## config.mk

```make
export PLATFORM = sky130hd
export DESIGN_NAME = ex_mem_flag_stage
export DESIGN_NICKNAME = d
export VERILOG_FILES = /design/src/rtl/ex_mem_flag_stage.sv
export SDC_FILE = /design/constraint.sdc
export NUM_CORES = 1
export LEC_CHECK = 0
export ABC_AREA = 1
export BUFFER_PORTS_ARGS = -buffer_cell sky130_fd_sc_hd__buf_4
export CAP_MARGIN = 25
export CORE_MARGIN = 4
export CORE_UTILIZATION = 39
export DETAILED_ROUTE_END_ITERATION = 8
export HOLD_SLACK_MARGIN = 0.03
export PLACE_DENSITY_LB_ADDON = 0.12
export SETUP_SLACK_MARGIN = 0.5
export SLEW_MARGIN = 20
export SYNTH_ARGS = -nofsm -noshare
export SYNTH_HDL_FRONTEND = slang
export SYNTH_SLANG_ARGS = --single-unit
```

## constraint.sdc

```tcl
create_clock -name clk -period 1.14 [get_ports clk]
set_clock_uncertainty 0.05 [all_clocks]
set_input_delay 0.228 -clock clk [delete_from_list [all_inputs] [get_ports clk]]
set_output_delay 0.228 -clock clk [all_outputs]
set_load 0.01 [all_outputs]
```

## src/rtl/ex_mem_flag_stage.sv

```systemverilog
// EX/MEM pipeline register with the Z/V/N flag register and a sticky halt.
// Squashes on flush, holds on stall, and bubbles forever after HLT retires.
module ex_mem_flag_stage #(
  parameter int WIDTH = 16
) (
  input  logic             clk,
  input  logic             rst,
  input  logic             stall,
  input  logic             flush,
  input  logic             ex_valid,
  input  logic [3:0]       ex_opcode,
  input  logic [WIDTH-1:0] ex_alu_result,
  input  logic             ex_ovfl,
  input  logic [3:0]       ex_rd,
  input  logic             ex_reg_wr,
  input  logic             ex_mem_rd,
  input  logic             ex_mem_wr,
  input  logic [WIDTH-1:0] ex_store_data,
  output logic             mem_valid,
  output logic [WIDTH-1:0] mem_alu_result,
  output logic [3:0]       mem_rd,
  output logic             mem_reg_wr,
  output logic             mem_mem_rd,
  output logic             mem_mem_wr,
  output logic [WIDTH-1:0] mem_store_data,
  output logic             flag_z,
  output logic             flag_v,
  output logic             flag_n,
  output logic             halted
);

  localparam logic [3:0] OP_ADD = 4'h0;
  localparam logic [3:0] OP_SUB = 4'h1;
  localparam logic [3:0] OP_XOR = 4'h2;
  localparam logic [3:0] OP_SLL = 4'h4;
  localparam logic [3:0] OP_SRA = 4'h5;
  localparam logic [3:0] OP_ROR = 4'h6;
  localparam logic [3:0] OP_HLT = 4'hF;

  logic             valid_q, valid_d;
  logic [WIDTH-1:0] alu_q, alu_d;
  logic [3:0]       rd_q, rd_d;
  logic             reg_wr_q, reg_wr_d;
  logic             mem_rd_q, mem_rd_d;
  logic             mem_wr_q, mem_wr_d;
  logic [WIDTH-1:0] store_q, store_d;
  logic             z_q, z_d;
  logic             v_q, v_d;
  logic             n_q, n_d;
  logic             halted_q, halted_d;

  logic result_zero;
  logic is_hlt;
  logic wr_gate;

  assign result_zero = ~|ex_alu_result;
  assign is_hlt      = (ex_opcode == OP_HLT);
  // HLT retires as a valid instruction but must not write anything.
  assign wr_gate     = ex_valid && !is_hlt;

  always_comb begin
    valid_d  = valid_q;
    alu_d    = alu_q;
    rd_d     = rd_q;
    reg_wr_d = reg_wr_q;
    mem_rd_d = mem_rd_q;
    mem_wr_d = mem_wr_q;
    store_d  = store_q;
    z_d      = z_q;
    v_d      = v_q;
    n_d      = n_q;
    halted_d = halted_q;

    if (flush || (!stall && halted_q)) begin
      valid_d  = 1'b0;
      reg_wr_d = 1'b0;
      mem_rd_d = 1'b0;
      mem_wr_d = 1'b0;
    end else if (!stall) begin
      valid_d  = ex_valid;
      alu_d    = ex_alu_result;
      rd_d     = ex_rd;
      store_d  = ex_store_data;
      reg_wr_d = ex_reg_wr && wr_gate;
      mem_rd_d = ex_mem_rd && wr_gate;
      mem_wr_d = ex_mem_wr && wr_gate;

      if (ex_valid) begin
        unique case (ex_opcode)
          OP_ADD, OP_SUB: begin
            z_d = result_zero;
            n_d = ex_alu_result[WIDTH-1];
            v_d = ex_ovfl;
          end
          OP_XOR, OP_SLL, OP_SRA, OP_ROR: z_d = result_zero;
          OP_HLT:                         halted_d = 1'b1;
          default: ;
        endcase
      end
    end
  end

  always_ff @(posedge clk) begin
    if (rst) begin
      valid_q  <= 1'b0;
      alu_q    <= '0;
      rd_q     <= '0;
      reg_wr_q <= 1'b0;
      mem_rd_q <= 1'b0;
      mem_wr_q <= 1'b0;
      store_q  <= '0;
      z_q      <= 1'b0;
      v_q      <= 1'b0;
      n_q      <= 1'b0;
      halted_q <= 1'b0;
    end else begin
      valid_q  <= valid_d;
      alu_q    <= alu_d;
      rd_q     <= rd_d;
      reg_wr_q <= reg_wr_d;
      mem_rd_q <= mem_rd_d;
      mem_wr_q <= mem_wr_d;
      store_q  <= store_d;
      z_q      <= z_d;
      v_q      <= v_d;
      n_q      <= n_d;
      halted_q <= halted_d;
    end
  end

  assign mem_valid      = valid_q;
  assign mem_alu_result = alu_q;
  assign mem_rd         = rd_q;
  assign mem_reg_wr     = reg_wr_q;
  assign mem_mem_rd     = mem_rd_q;
  assign mem_mem_wr     = mem_wr_q;
  assign mem_store_data = store_q;
  assign flag_z         = z_q;
  assign flag_v         = v_q;
  assign flag_n         = n_q;
  assign halted         = halted_q;

endmodule

```

==> key figures, run 1 <==
Final layout
  • Fin cells: 372
  • Share of layout cells above drive strength 1: 52.5%
  • N_diodes: 0
  • FILL cells: 361
  • Area occupied by multi-input gates: between 700 and 800 sq um
  • Commonest non-fill, non-tap cell in the layout: nand2_1
  • Final net count: 371
  • Register area: 936 sq um
  • Finished Cell Area: 2860 sq um
  • Most frequent cells in the layout: nand2_1, buf_4, dfxtp_2
  • Area delta synth->final: 72.1%

Clocking
  • Clk slew on worst S/H paths: 0.08 ns
  • Longest Clk Path Bufs: 2
  • Hold_buf cts: 0
  • Clock latency on the worst-skew pair: 0.28 ns
  • CTS Buf Count: 5
  • CTS tree: yes
  • CTS H-tree lvls: 2
  • TritonCTS Sinks: 44
  • Root Buffer: clkbuf_8

Critical path
  • Worst R2R Setup Slack: 0.03 ns
  • Worst r2r src: halted$_SDFFE_PP0P_
  • CP Capture Type: flop
  • Arrival time worst endpoint: 1.23 ns
  • WS Path Type: flop to flop
  • Req. time, crit path: 1.26 ns
  • Crit path launch type: flop
  • Crit path to: mem_store_data[4]$_SDFFE_PP0P_
  • Crit path launch: halted$_SDFFE_PP0P_
  • Cell count of the worst reg-to-reg path: 6
  • Critical Path Fanout Max: 8
  • R2r endpoint: mem_store_data[4]$_SDFFE_PP0P_

GRT
  • Gr ovfl total: 0
  • Tot GR Track Use: between 15 and 20%
  • Initial antenna violation count: 0
  • Vias in the first global route: roughly 1700
  • Largest net degree at the start of global routing: 29
  • First-pass GRT wire length: 7490 um

Floorplan
  • Die X: 73.3 um
  • I/O pins: 93
  • Rows: 23
  • Std-Cell Core Area: 4060 sq um
  • Die ar.: about 5400 sq um
  • Die height: 73.3 um
  • Initial core utilization: 41.0%

Synthesis
  • Synthesized instance count: ~220
  • Post-Syn Area: about 1700 sq um
  • Yosys Warn Count: 0
  • Post-synthesis area per instance: 7.63 sq um
  • Sequential-to-total area share from yosys stat: 52.9%
  • Flop and latch count out of synthesis: 44
  • Syn Nets: 267
  • Netlist cell types: 17

Flow run
  • Max Cap Viol: 0

Min path
  • Worst Hold Path Cells: 3
  • Worst min-delay path class: input port to flop

Placed design
  • PortBufs: 92
  • Placed instance area: 2460 sq um
  • Routability Congestion: around 0.70
  • DP Cell Count: 357
  • Estimated wirelength of the detail-placed design: 3220 um

STA
  • Hold Vio Cnt, Final: 0
  • Count of final setup violators: 0
  • Slew Limit Fails: 0
  • Tcrit/Tclk final: 97.2%
  • RSZ-0062 raised after global routing: true
  • Fmax: ~900 MHz
  • Slew HR: 80.5%
  • Actual slew at the worst max-slew pin: 0.292 ns
  • Crit path time final: roughly 1.1 ns

Run status
  • Outcome: completed

Routing
  • Drt total wl: 4570 um
  • Antenna viol nets, final: 0
  • Highest routed layer: met4
  • Drt initial violations: 80
  • DRC: 0
  • Vias per Instance: 4.70
  • Metal3 WL: 434 um
  • First-pass iteration count of the detailed router: 4
  • Met2 wire len: about 2300 um
  • Routed vias: between 1500 and 2000
  • WL per Instance: around 12 um
  • Met1 WL: between 1500 and 2000 um

Pwr
  • Peak supply drop: 0.000932 V
  • Leakage power: 0.00124 uW
  • Cell Pwr Density: 1090 nW/um^2
==> registers in the layout (all words and copies together), names as in the netlist <==
register and count:
mem_reg_wr 1, mem_store_data 16, mem_valid 1, mem_rd 4, flag_z 1, halted 1
mem_alu_result 16, flag_n 1, mem_mem_wr 1, flag_v 1, mem_mem_rd 1
==> power breakdown <==
part	switching [uW]	total, uW	internal, uW
Sequential	44.5	1660	1610
Combinational	237	570	333
Clock	479	896	417
Total	761	3120	2360
==> worst min path at each step <==
stage / slack (ns) / endpoint / from
2_1_floorplan: 0.31 / flag_n$_SDFFE_PP0P_ / ex_alu_result[15]
3_3_place_gp: 0.40 / mem_store_data[5]$_SDFFE_PP0P_ / mem_store_data[5]$_SDFFE_PP0P_
3_5_place_dp: 0.40 / mem_mem_wr$_SDFFE_PP0N_ / mem_mem_wr$_SDFFE_PP0N_
4_1_cts: 0.11 / flag_v$_SDFFE_PP0P_ / ex_ovfl
5_1_grt: 0.13 / mem_store_data[7]$_SDFFE_PP0P_ / ex_store_data[7]
6_report: 0.12 / flag_v$_SDFFE_PP0P_ / ex_ovfl
==> cells in the mapped netlist <==
| cell type | number | share of area, % |
|---|---|---|
| clkbuf_1 | 2 | 0.45 |
| inv_4 | 1 | 0.38 |
| buf_6 | 4 | 2.7 |
| buf_2 | 1 | 0.30 |
| buf_1 | 1 | 0.23 |
| a21oi_1 | 41 | 12 |
| o211ai_1 | 1 | 0.45 |
| nand2_1 | 84 | 19 |
| nand3_1 | 5 | 1.5 |
| inv_1 | 5 | 1.1 |
| nand4_1 | 1 | 0.38 |
| nor3_1 | 2 | 0.60 |
| o21ai_0 | 2 | 0.60 |
| nor2_1 | 20 | 4.5 |
| dfxtp_1 | 44 | 53 |
| buf_4 | 3 | 1.4 |
| nand3b_4 | 1 | 1.2 |
==> timing repair <==
action,CTS,global route
endpoints found under the setup margin,88,88
resized for setup,88,6
endpoints found under the hold margin,0,0
setup buffers,3,4
pin swaps,1,0
gates cloned,1,0
==> routing by layer <==
| layer | global-route usage, % | vias up |
|---|---|---|
| li1 | - | 901 |
| met1 | 20.9 | 786 |
| met2 | 30.5 | 56 |
| met3 | 5.47 | 5 |
| met4 | 5.43 | 0 |
| met5 | 0 | - |
==> final cells by class <==
class | count | share of cell area (%)
flip-flops and latches | 44 | 32.7
well taps | 50 | 2.18
repair buffers | 108 | 36.4
inverters | 6 | 0.961
clock inverters | 1 | 0.175
clock buffers | 6 | 2.53
multi-input cells | 157 | 25.1
==> worst max-delay path: stages, from the launching register on <==
cell	delay (ns)
dfxtp_2	0.33
inv_2	0.07
nand3b_4	0.11
buf_4	0.16
buf_4	0.15
nand2_1	0.07
a21oi_1	0.06
==> cells by family (layout without fill, tap and decap cells) <==
family / after synthesis / count (layout) / synth area share [%]
buffers and inverters: 17 / 121 / 6.54
AND/OR/NAND/NOR: 113 / 113 / 27.1
flip-flops: 44 / 44 / 52.9
AO/OA/AOI/OAI: 44 / 44 / 13.4
==> stage by stage <==
step                      setup WS (ns)  hold slack [ns]  setup TNS (ns)  total power [uW]  util (%)
after floorplan                   0.125            0.309               0              1870         -
after global placement           0.0200            0.397               0              2170      60.7
after detailed placement        -0.0187            0.401         -0.0473              2170      60.7
after CTS                        0.0459            0.110               0              3150      69.3
after global routing            -0.0450            0.132          -0.487              3280      70.6
final                            0.0319            0.116               0              3120      70.6
No activity file was read; power rests on OpenSTA's default activity.
==> inputs of run 2 (changes only) <==
==> constraint.sdc (replaced) <==
create_clock -name clk -period 1.14 [get_ports clk]
set_clock_uncertainty 0.05 [all_clocks]
set_input_delay 0.057 -clock clk [delete_from_list [all_inputs] [get_ports clk]]
set_output_delay 0.057 -clock clk [all_outputs]
set_load 0.01 [all_outputs]
==> run 2 against run 1 <==
Effect of this change:
- the run now ends with hold timing left
- register-to-register slack about the same
- sequential power about the same
- sequential cell count unchanged
- cell count increased by 1.1%
- clock power increased by 43%
- wire length increased by 7.2%
- non-clock buffer count increased by 3
- fmax increased by 0.47%
- count of clock-buffer cells in the layout increased by 1
- setup slack improved by 0.0052 ns
- die area unchanged
- worst hold slack got worse by 0.17 ns
- largest power group unchanged
==> key figures, run 2 (same netlist as run 1, synthesis figures left out) <==
Clocking
  • CTS H-tree lvls: 2
  • CTS tree: yes
  • CTS Buf Count: 5
  • Root Buffer: clkbuf_8
  • Clk slew on worst S/H paths: about 0.08 ns
  • Longest Clk Path Bufs: 2
  • TritonCTS Sinks: 44
  • Clock latency on the worst-skew pair: 0.29 ns

Floorplan
  • Initial core utilization: 41.0%
  • Die ar.: 5380 sq um
  • Rows: 23
  • I/O pins: between 90 and 100
  • Std-Cell Core Area: about 4100 sq um
  • Die X: 73.3 um
  • Die height: around 73 um

GRT
  • Largest net degree at the start of global routing: 26
  • Initial antenna violation count: 0
  • First-pass GRT wire length: 7600 um
  • Vias in the first global route: 1677
  • Tot GR Track Use: approximately 18%
  • Gr ovfl total: 0

Critical path
  • CP Capture Type: flop
  • Worst R2R Setup Slack: 0.04 ns
  • Crit path launch type: flop
  • Critical Path Fanout Max: 9
  • WS Path Type: flop to flop
  • Req. time, crit path: 1.31 ns
  • Arrival time worst endpoint: about 1.3 ns

Placed design
  • Routability Congestion: 0.734
  • Setup WS pre-CTS: 0.0482 ns
  • DP Cell Count: ~350
  • Estimated wirelength of the detail-placed design: 3230 um
  • PortBufs: 92

STA
  • Worst Slack Setup Final: 0.0371 ns
  • Fmax: between 900 and 1000 MHz
  • Slew HR: 79.8%
  • Crit path time final: 1.10 ns
  • RSZ-0062 raised after global routing: true
  • Count of final setup violators: 0
  • Actual slew at the worst max-slew pin: 0.303 ns
  • Tcrit/Tclk final: 96.7%
  • Slew Limit Fails: 0
  • Hold WS: -0.0539 ns
  • Hold Vio Cnt, Final: 41

Routing
  • Routed vias: 1778
  • DRC: 0
  • WL per Instance: approximately 13 um
  • First-pass iteration count of the detailed router: 4
  • Drt total wl: between 4000 and 5000 um
  • Vias per Instance: 4.73
  • Antenna viol nets, final: 0
  • Drt initial violations: 55

Final layout
  • Fin cells: 376
  • Most frequent cells in the layout: nand2_1, buf_4, buf_6
  • Share of layout cells above drive strength 1: roughly 56%
  • Final net count: 374
  • N_diodes: 0
  • Commonest non-fill, non-tap cell in the layout: nand2_1
  • FILL cells: between 300 and 400
  • Area delta synth->final: 77.6%

Flow run
  • Max Cap Viol: 0

Min path
  • Worst min-delay path class: input port to flop

Pwr
  • Leakage power: 0.00128 uW
  • Peak supply drop: between 0.0007 and 0.0008 V
  • Cell Pwr Density: roughly 1200 nW/um^2

Run status
  • Outcome: finished, violations left
  • Failing checks: hold timing
==> run 2: layout make-up <==
type / instances / area (sq um) / share of cell area (%)
timing repair buffer: 111 / 1060 / 35.9
sequential: 44 / 936 / 31.7
multi-input combinational: 157 / 743 / 25.1
clock buffer: 7 / 96.3 / 3.26
tap: 50 / 62.6 / 2.12
clock inverter: 1 / 30.0 / 1.02
inverter: 6 / 27.5 / 0.931
==> run 2: per-layer routing <==
| layer | share of wire (%) | GRT usage [%] | vias up |
|---|---|---|---|
| li1 | - | - | 911 |
| met5 | 0 | 0 | - |
| met1 | 41 | 22.2 | 797 |
| met2 | 49 | 29.3 | 63 |
| met3 | 8.7 | 6.57 | 7 |
| met4 | 1.2 | 6.64 | 0 |
==> run 2: metrics by stage <==
stage | area (sq um) | total power [uW] | util [%] | TNS [ns]
floorplan | 1690 | 1870 | - | 0
global placement | 2400 | 2140 | 59.3 | 0
detailed placement | 2400 | 2150 | 59.3 | 0
CTS | 2810 | 3500 | 69.3 | 0
global route | 2960 | 3680 | 72.8 | -0.269
finish | 2960 | 3520 | 72.8 | 0
==> run 2: worst paths after layout <==
kind | startpoint | end | depth (start not counted)
setup / recovery | halted$_SDFFE_PP0P_ | mem_store_data[5]$_SDFFE_PP0P_ | 6
hold / removal | ex_ovfl | flag_v$_SDFFE_PP0P_ | 3
setup reg to reg | halted$_SDFFE_PP0P_ | mem_store_data[5]$_SDFFE_PP0P_ | 6
hold reg to reg | mem_store_data[4]$_SDFFE_PP0P_ | mem_store_data[4]$_SDFFE_PP0P_ | 2
==> run 2: worst max-delay path: stages, from the launching register on <==
cell and delay [ns]:
dfxtp_2 0.33, inv_2 0.07, nand3b_4 0.12, inv_6 0.11, clkbuf_16 0.16, nand2_1 0.05
a21oi_1 0.13
==> run 2: timing repair <==
action                                  in CTS  in global routing
pin swaps                                    1                  0
endpoints found under the hold margin       42                 41
resized for setup                           89                 17
buffers inserted                             4                  8
cloned                                       1                  1
endpoints found under the setup margin      88                 88
==> run 2: where the power goes <==
group          switching [uW]  internal (uW)
sequential               45.6           1610
clock                     508            773
combinational             247            332
total                     801           2720
